===== config.mk =====
export PLATFORM = sky130hd
export DESIGN_NAME = trap_sequencer
export DESIGN_NICKNAME = d
export VERILOG_FILES = /design/src/rtl/trap_sequencer.sv
export SDC_FILE = /design/constraint.sdc
export NUM_CORES = 1
export LEC_CHECK = 0
export ABC_AREA = 1
export CAP_MARGIN = 5
export CORE_MARGIN = 2
export CORE_UTILIZATION = 40
export DETAILED_ROUTE_END_ITERATION = 7
export PLACE_DENSITY = 0.77
export REMOVE_ABC_BUFFERS = 1
export SLEW_MARGIN = 15
export SYNTH_ARGS = -nofsm -noshare
export SYNTH_HDL_FRONTEND = slang
export SYNTH_SLANG_ARGS = --single-unit

===== constraint.sdc =====
create_clock -name clk -period 1.65 [get_ports clk]
set_input_delay 0.33 -clock clk [delete_from_list [all_inputs] [get_ports clk]]
set_output_delay 0.33 -clock clk [all_outputs]
set_load 0.05 [all_outputs]

===== src/rtl/trap_sequencer.sv =====
// Supervisor trap sequencer: accepts exceptions, interrupts and SRET, then steps flush/save/redirect.
// Optional macro TRAP_VECTORED_EN enables vectored interrupt targets when stvec[1:0] == 2'b01.
module trap_sequencer (
  input  logic        clk,
  input  logic        reset,
  input  logic        exc_valid,
  input  logic [31:0] exc_cause,
  input  logic [63:0] exc_epc,
  input  logic        irq_pending,
  input  logic [4:0]  irq_cause,
  input  logic        sie,
  input  logic        sret_req,
  input  logic [63:0] stvec,
  output logic        exc_ack,
  output logic        sret_ack,
  output logic        stall,
  output logic        flush,
  output logic        csr_we,
  output logic [31:0] scause,
  output logic [63:0] sepc,
  output logic        redirect_valid,
  output logic [63:0] redirect_pc,
  output logic        in_trap
);

  typedef enum logic [2:0] {
    S_IDLE     = 3'd0,
    S_FLUSH    = 3'd1,
    S_SAVE     = 3'd2,
    S_REDIRECT = 3'd3,
    S_RETURN   = 3'd4
  } state_e;

  state_e      state_q, state_d;
  logic [31:0] scause_q, scause_d;
  logic [63:0] sepc_q, sepc_d;
  logic [63:0] redirect_pc_q, redirect_pc_d;
  logic        in_trap_q, in_trap_d;
  logic        flush_q, flush_d;
  logic        csr_we_q, csr_we_d;
  logic        redirect_valid_q, redirect_valid_d;
  logic        stall_q, stall_d;
  logic        exc_ack_s, sret_ack_s;
  logic        irq_take_s;
  logic [63:0] trap_base_s, trap_target_s;

  assign irq_take_s  = irq_pending & sie & ~in_trap_q;
  assign trap_base_s = {stvec[63:2], 2'b00};

  // Trap target; interrupts may be vectored, exceptions always land on the base.
  always_comb begin
`ifdef TRAP_VECTORED_EN
    if ((stvec[1:0] == 2'b01) && scause_q[31]) begin
      trap_target_s = trap_base_s + {57'd0, scause_q[4:0], 2'b00};
    end else begin
      trap_target_s = trap_base_s;
    end
`else
    trap_target_s = trap_base_s;
`endif
  end

`ifndef TRAP_VECTORED_EN
  logic unused_s;
  assign unused_s = ^stvec[1:0];
`endif

  // Next-state, CSR capture and strobe decode.
  always_comb begin
    state_d       = state_q;
    scause_d      = scause_q;
    sepc_d        = sepc_q;
    redirect_pc_d = redirect_pc_q;
    in_trap_d     = in_trap_q;
    exc_ack_s     = 1'b0;
    sret_ack_s    = 1'b0;
    case (state_q)
      S_IDLE: begin
        if (exc_valid) begin
          exc_ack_s = 1'b1;
          scause_d  = exc_cause;
          sepc_d    = {exc_epc[63:1], 1'b0};
          state_d   = S_FLUSH;
        end else if (irq_take_s) begin
          scause_d = {1'b1, 26'd0, irq_cause};
          sepc_d   = exc_epc;
          state_d  = S_FLUSH;
        end else if (sret_req) begin
          sret_ack_s    = 1'b1;
          redirect_pc_d = sepc_q;
          state_d       = S_RETURN;
        end else begin
          state_d = S_IDLE;
        end
      end
      S_FLUSH:    state_d = S_SAVE;
      S_SAVE: begin
        in_trap_d     = 1'b1;
        redirect_pc_d = trap_target_s;
        state_d       = S_REDIRECT;
      end
      S_REDIRECT: state_d = S_IDLE;
      S_RETURN: begin
        in_trap_d = 1'b0;
        state_d   = S_IDLE;
      end
      default:    state_d = S_IDLE;
    endcase
    // Strobes are registered from the next state so they line up with the state they belong to.
    flush_d          = (state_d == S_FLUSH) || (state_d == S_RETURN);
    csr_we_d         = (state_d == S_SAVE);
    redirect_valid_d = (state_d == S_REDIRECT) || (state_d == S_RETURN);
    stall_d          = (state_d != S_IDLE);
  end

  // State and registered outputs.
  always_ff @(posedge clk or negedge reset) begin
    if (!reset) begin
      state_q          <= S_IDLE;
      scause_q         <= 32'd0;
      sepc_q           <= 64'd0;
      redirect_pc_q    <= 64'd0;
      in_trap_q        <= 1'b0;
      flush_q          <= 1'b0;
      csr_we_q         <= 1'b0;
      redirect_valid_q <= 1'b0;
      stall_q          <= 1'b0;
    end else begin
      state_q          <= state_d;
      scause_q         <= scause_d;
      sepc_q           <= sepc_d;
      redirect_pc_q    <= redirect_pc_d;
      in_trap_q        <= in_trap_d;
      flush_q          <= flush_d;
      csr_we_q         <= csr_we_d;
      redirect_valid_q <= redirect_valid_d;
      stall_q          <= stall_d;
    end
  end

  // Acks are same-cycle acceptance pulses, forced low while reset is held.
  assign exc_ack        = exc_ack_s & reset;
  assign sret_ack       = sret_ack_s & reset;
  assign stall          = stall_q;
  assign flush          = flush_q;
  assign csr_we         = csr_we_q;
  assign scause         = scause_q;
  assign sepc           = sepc_q;
  assign redirect_valid = redirect_valid_q;
  assign redirect_pc    = redirect_pc_q;
  assign in_trap        = in_trap_q;

endmodule


**Word level (Yosys, flattened, before mapping)**

Index checks and enable logic that the tools add are counted.

- Logic and storage cells: 52
- Output and inout bits: 167
- Bits in registers: 168

- Mux-type cells: 19
- Equality and inequality tests: 10
- Bitwise logic cells: 5
- Reductions and logical operators: 9

Operator list:

| operator | number |
|---|---|
| $mux 64 | 5 |
| $pmux 64 s2 | 1 |
| $mux 32 | 2 |
| $eq 3x2->1 const B | 3 |
| $mux 3 | 3 |
| $pmux 3 s3 | 1 |
| $eq 3x1->1 const B | 2 |
| $eq 3x3->1 const B | 2 |
| $mux 1 | 6 |
| $ne 2x2->1 const B | 3 |
| $reduce_bool 2->1 | 3 |
| $and 1x1->1 | 4 |
| $reduce_and 4->1 | 1 |
| $logic_not 3->1 | 1 |
| $reduce_bool 3->1 | 1 |
| $logic_or 1x1->1 | 2 |
| $pmux 1 s2 | 1 |
| $reduce_and 2->1 | 1 |
| $not 1->1 | 1 |

**Depth between registers and ports, before layout**

- Word-level depth: 7
- Gate-level depth with buffers: 8
- Gate-level depth less buffers: 6

**Least setup slack after synthesis**

Ideal clock, no wire load.

- Kind: reg-to-output
- From: reg state_q[2]
- To: out exc_ack
- Cell stages (with the launch flop): 2
- Slack: -0.675 ns
- Arrival: 1.995 ns
- Buffers on the path: 0
- Cell sequence: dfrtp_1 > nor4_1

- Cells in the longest elaborated chain, start to end: 3

Ends and longest elaborated chain:

| item | line | text |
|---|---|---|
| start: declaration | 34 | `state_e state_q, state_d;` |
| start signal: assignment | 129 | `state_q <= state_d;` |
| $logic_not 3->1 | 77 | `case (state_q)` |
| $mux 1 | 77 |  |
| $and 1x1->1 | 142 | `assign exc_ack = exc_ack_s & reset;` |
| end: declaration | 14 | `output logic exc_ack,` |

No other way between the ends.

**Worst setup path after layout**

- From: reg state_q[1]
- To: out sret_ack

- Cells in the longest elaborated chain, start to end: 3

Ends and longest elaborated chain:

| item | line | text |
|---|---|---|
| $logic_not 3->1 | 77 |  |
| $mux 1 | 77 |  |
| $and 1x1->1 | 143 | `assign sret_ack = sret_ack_s & reset;` |
| end: declaration | 15 | `output logic sret_ack,` |

No other way between the ends.

==> impl_metrics.csv <==
group,metric,value,unit
power,power_frac_seq,25.4,%
logic_synthesis,synth-compound-area-share,0.8932,%
worst_hold_path,holdCritPathClass,"in -> async",
logic_synthesis,synth-xor-area-share,0,%
global_route,antenna_found_initial,0,
route,first_pass_iters,5,
cells_and_area,multiInputGateArea,0.002993,mm^2
logic_synthesis,synth_seq_cells,168,
critical_path,worstPathRequired,1.32,ns
logic_synthesis,synth_mux_area_share,0,%
sta,timing.final.crit_share,108.9,%
clock_network,cts_hold_buf,0,
clock_network,cts_inserted_buffers,17,
cells_and_area,syn_to_final_growth,53.90,%
power,p_comb_share,59.5,%
logic_synthesis,synth-simple-area-share,37.86,%
sta,finClkSkew,0.009346,ns
floorplanning,io_pins,338,
global_route,grt.met2_usage,41.08,%
route,ant_nets,0,
global_route,grt_overflow,0,
power,ir_drop,1.210,mV
route,drc,0,
place,dp_slack,-0.3247,ns
power,power.total,0.02889,W
floorplanning,core_area,0.01864,mm^2
power,power.share.clock,15.2,%
global_route,grt_pass1_vias,7513,
sta,hold_viol_final,0,
floorplanning,die_height,141.5,um
cells_and_area,layout_commonest_cell,"nand2_1",
sta,fmax,556.7,MHz
global_route,grtUsageTotal,24.89,%
floorplanning,start_util,40.58,%
power,p_int,0.01393,W
place,dp_cells,1477,
cells_and_area,fillers,1626,
route,wl_per_cell,16.45,um
sta,tightest_slew,0.9200,ns
cells_and_area,regArea,0.004207,mm^2
critical_path,cp.arrival,1.47,ns
sta,fin_crit,1.796,ns
logic_synthesis,yosysWarnings,0,
power,p_switching,0.01496,W
cells_and_area,stdcell_area,0.01164,mm^2
clock_network,htreeDepth,4,
power,power.static_leakage,6.198,nW
logic_synthesis,synth-adder-area-share,0,%
clock_network,clock-sinks,168,
route,vias,7712,
cells_and_area,antenna_cells,0,
sta,rsz0062_at_grt,"true",
logic_synthesis,synthCells,945,
sta,setup_viol,2,
global_route,grt_pass1_wl,39210,um
clock_network,cts_tree,"done",
power,power_density,2482,mW/mm^2
route,drt_iter0_markers,444,
status,violations,"negative setup slack",
global_route,grt_max_degree,169,
power,switching_share,51.78,%
status,run_status,"finished, violations left",
clock_network,clock_latency,0.43,ns
global_route,grt.met3_usage,6.851,%
cells_and_area,layout-drive-gt1-share,20.45,%
critical_path,crit_type,"reg -> out",
clock_network,clock_path_buffers,2,
critical_path,critPathLaunchType,"flop",
critical_path,crit_path_end_kind,"primary output",
floorplanning,die_width,141.5,um
logic_synthesis,synth_top_family_by_area,"simple AND/OR/NAND/NOR gates",
cells_and_area,nNetsFinal,1440,
sta,whs,0.08759,ns
global_route,gr-usage-met1,30.65,%
sta,layout_setup_ws,-0.1464,ns
global_route,busiest_layer,"met2",
logic_synthesis,yosysUniqueCellTypes,20,
logic_synthesis,synth_seq_area_share,55.57,%
job,drv_cap,0,
place,placed_area,0.01089,mm^2
floorplanning,dieArea,0.02003,mm^2
place,dpl.hpwl,17140,um
route,routed_wl,24930,um
clock_network,root_buffer,"clkbuf_16",
cells_and_area,final_cell_mix,"nand2_1, nand3_1, buf_4",
floorplanning,fp-row-count,50,
sta,relSlewSlack,38.67,%
sta,drv_slew,0,
route,vias_per_cell,5.090,
place,numPortBuffers,335,
logic_synthesis,netlist_area,0.007565,mm^2
clock_network,clk_pin_slew,0.06,ns
critical_path,critPathMaxFanout,3,
place,place_congestion,0.8081,
cells_and_area,final_cells,1515,
logic_synthesis,postSynthAreaPerCell,8.005,um^2
-- registers in the layout, indices dropped and copies added, names as in the netlist --
name            cells
redirect_valid      1
state_q             3
redirect_pc        64
scause             32
flush               1
csr_we              1
stall               1
sepc               64
in_trap             1
-- cells by family (layout without fill, tap and decap cells) --
family / count (synthesis) / in the layout
DFF: 168 / 168
AOI/OAI and AO/OA: 13 / 13
buffers and inverters: 84 / 420
and+or+nand+nor: 680 / 680
-- worst paths after layout --
path,start,to,slack (ns),cells past startpoint
worst max-delay path,state_q[1],sret_ack,-0.15,6
worst min-delay path,reset,sepc[53],0.09,2
worst max register to register,state_q[1],sepc[35],0.09,8
worst min register to register,scause[16],scause[16],0.47,2
max in group asynchronous,reset,sepc[63],0.90,2
min in group clk,exc_cause[8],scause[8],0.45,3
-- through the flow --
| stage | utilization, % | setup TNS [ns] |
|---|---|---|
| after floorplan | - | -479.69 |
| after global placement | 58.42 | -28.85 |
| after detailed placement | 58.42 | -30.34 |
| after CTS | 62.26 | -0.3103 |
| after global routing | 62.45 | -0.4355 |
| final | 62.45 | -0.2624 |
-- synth_stat cells (all sizes together) --
library cell | number | area (um^2)
nand2 | 445 | 1675
nand3 | 220 | 1106
dfrtp | 168 | 4204
buf | 54 | 316.6
clkbuf | 17 | 63.81
inv | 13 | 48.80
o21ai | 12 | 60.06
nor2 | 8 | 40.04
or2 | 5 | 31.28
a22oi | 1 | 7.510
nor3 | 1 | 5.000
nor4 | 1 | 6.260
-- power groups by stage --
stage	clock network, W	logic, W	registers, W
after floorplan	0	0.00418	0.0137
after global placement	0	0.0168	0.00733
after detailed placement	0	0.0170	0.00736
after CTS	0.00444	0.0172	0.00732
after global routing	0.00463	0.0184	0.00755
final	0.00438	0.0172	0.00733
-- repair_timing --
item	in CTS	in global routing
resized for setup	9	5
pin swaps	3	2
setup endpoints to repair	2	39
setup buffers	5	2
-- layout make-up --
| type | instances | area share [%] |
|---|---|---|
| sequential | 168 | 36.13 |
| clock inverter | 9 | 1.397 |
| tap | 234 | 2.515 |
| inverter | 13 | 0.4191 |
| clock buffer | 22 | 4.159 |
| multi-input combinational | 693 | 25.71 |
| timing repair buffer | 376 | 29.67 |
-- layer usage --
metal | up-vias | routed length (um)
met5 | - | 0
met4 | 0 | 952
met3 | 60 | 2114
met2 | 340 | 12000
met1 | 3640 | 9857
li1 | 3672 | -
-- critical path, stage by stage, from the launching register on --
cell	delay (ns)
dfrtp_2	0.42
inv_2	0.08
nand2_4	0.07
nor2_4	0.11
nand3_4	0.10
nor2_4	0.12
buf_12	0.15
Note: power is estimated with default switching activity, not from simulation.
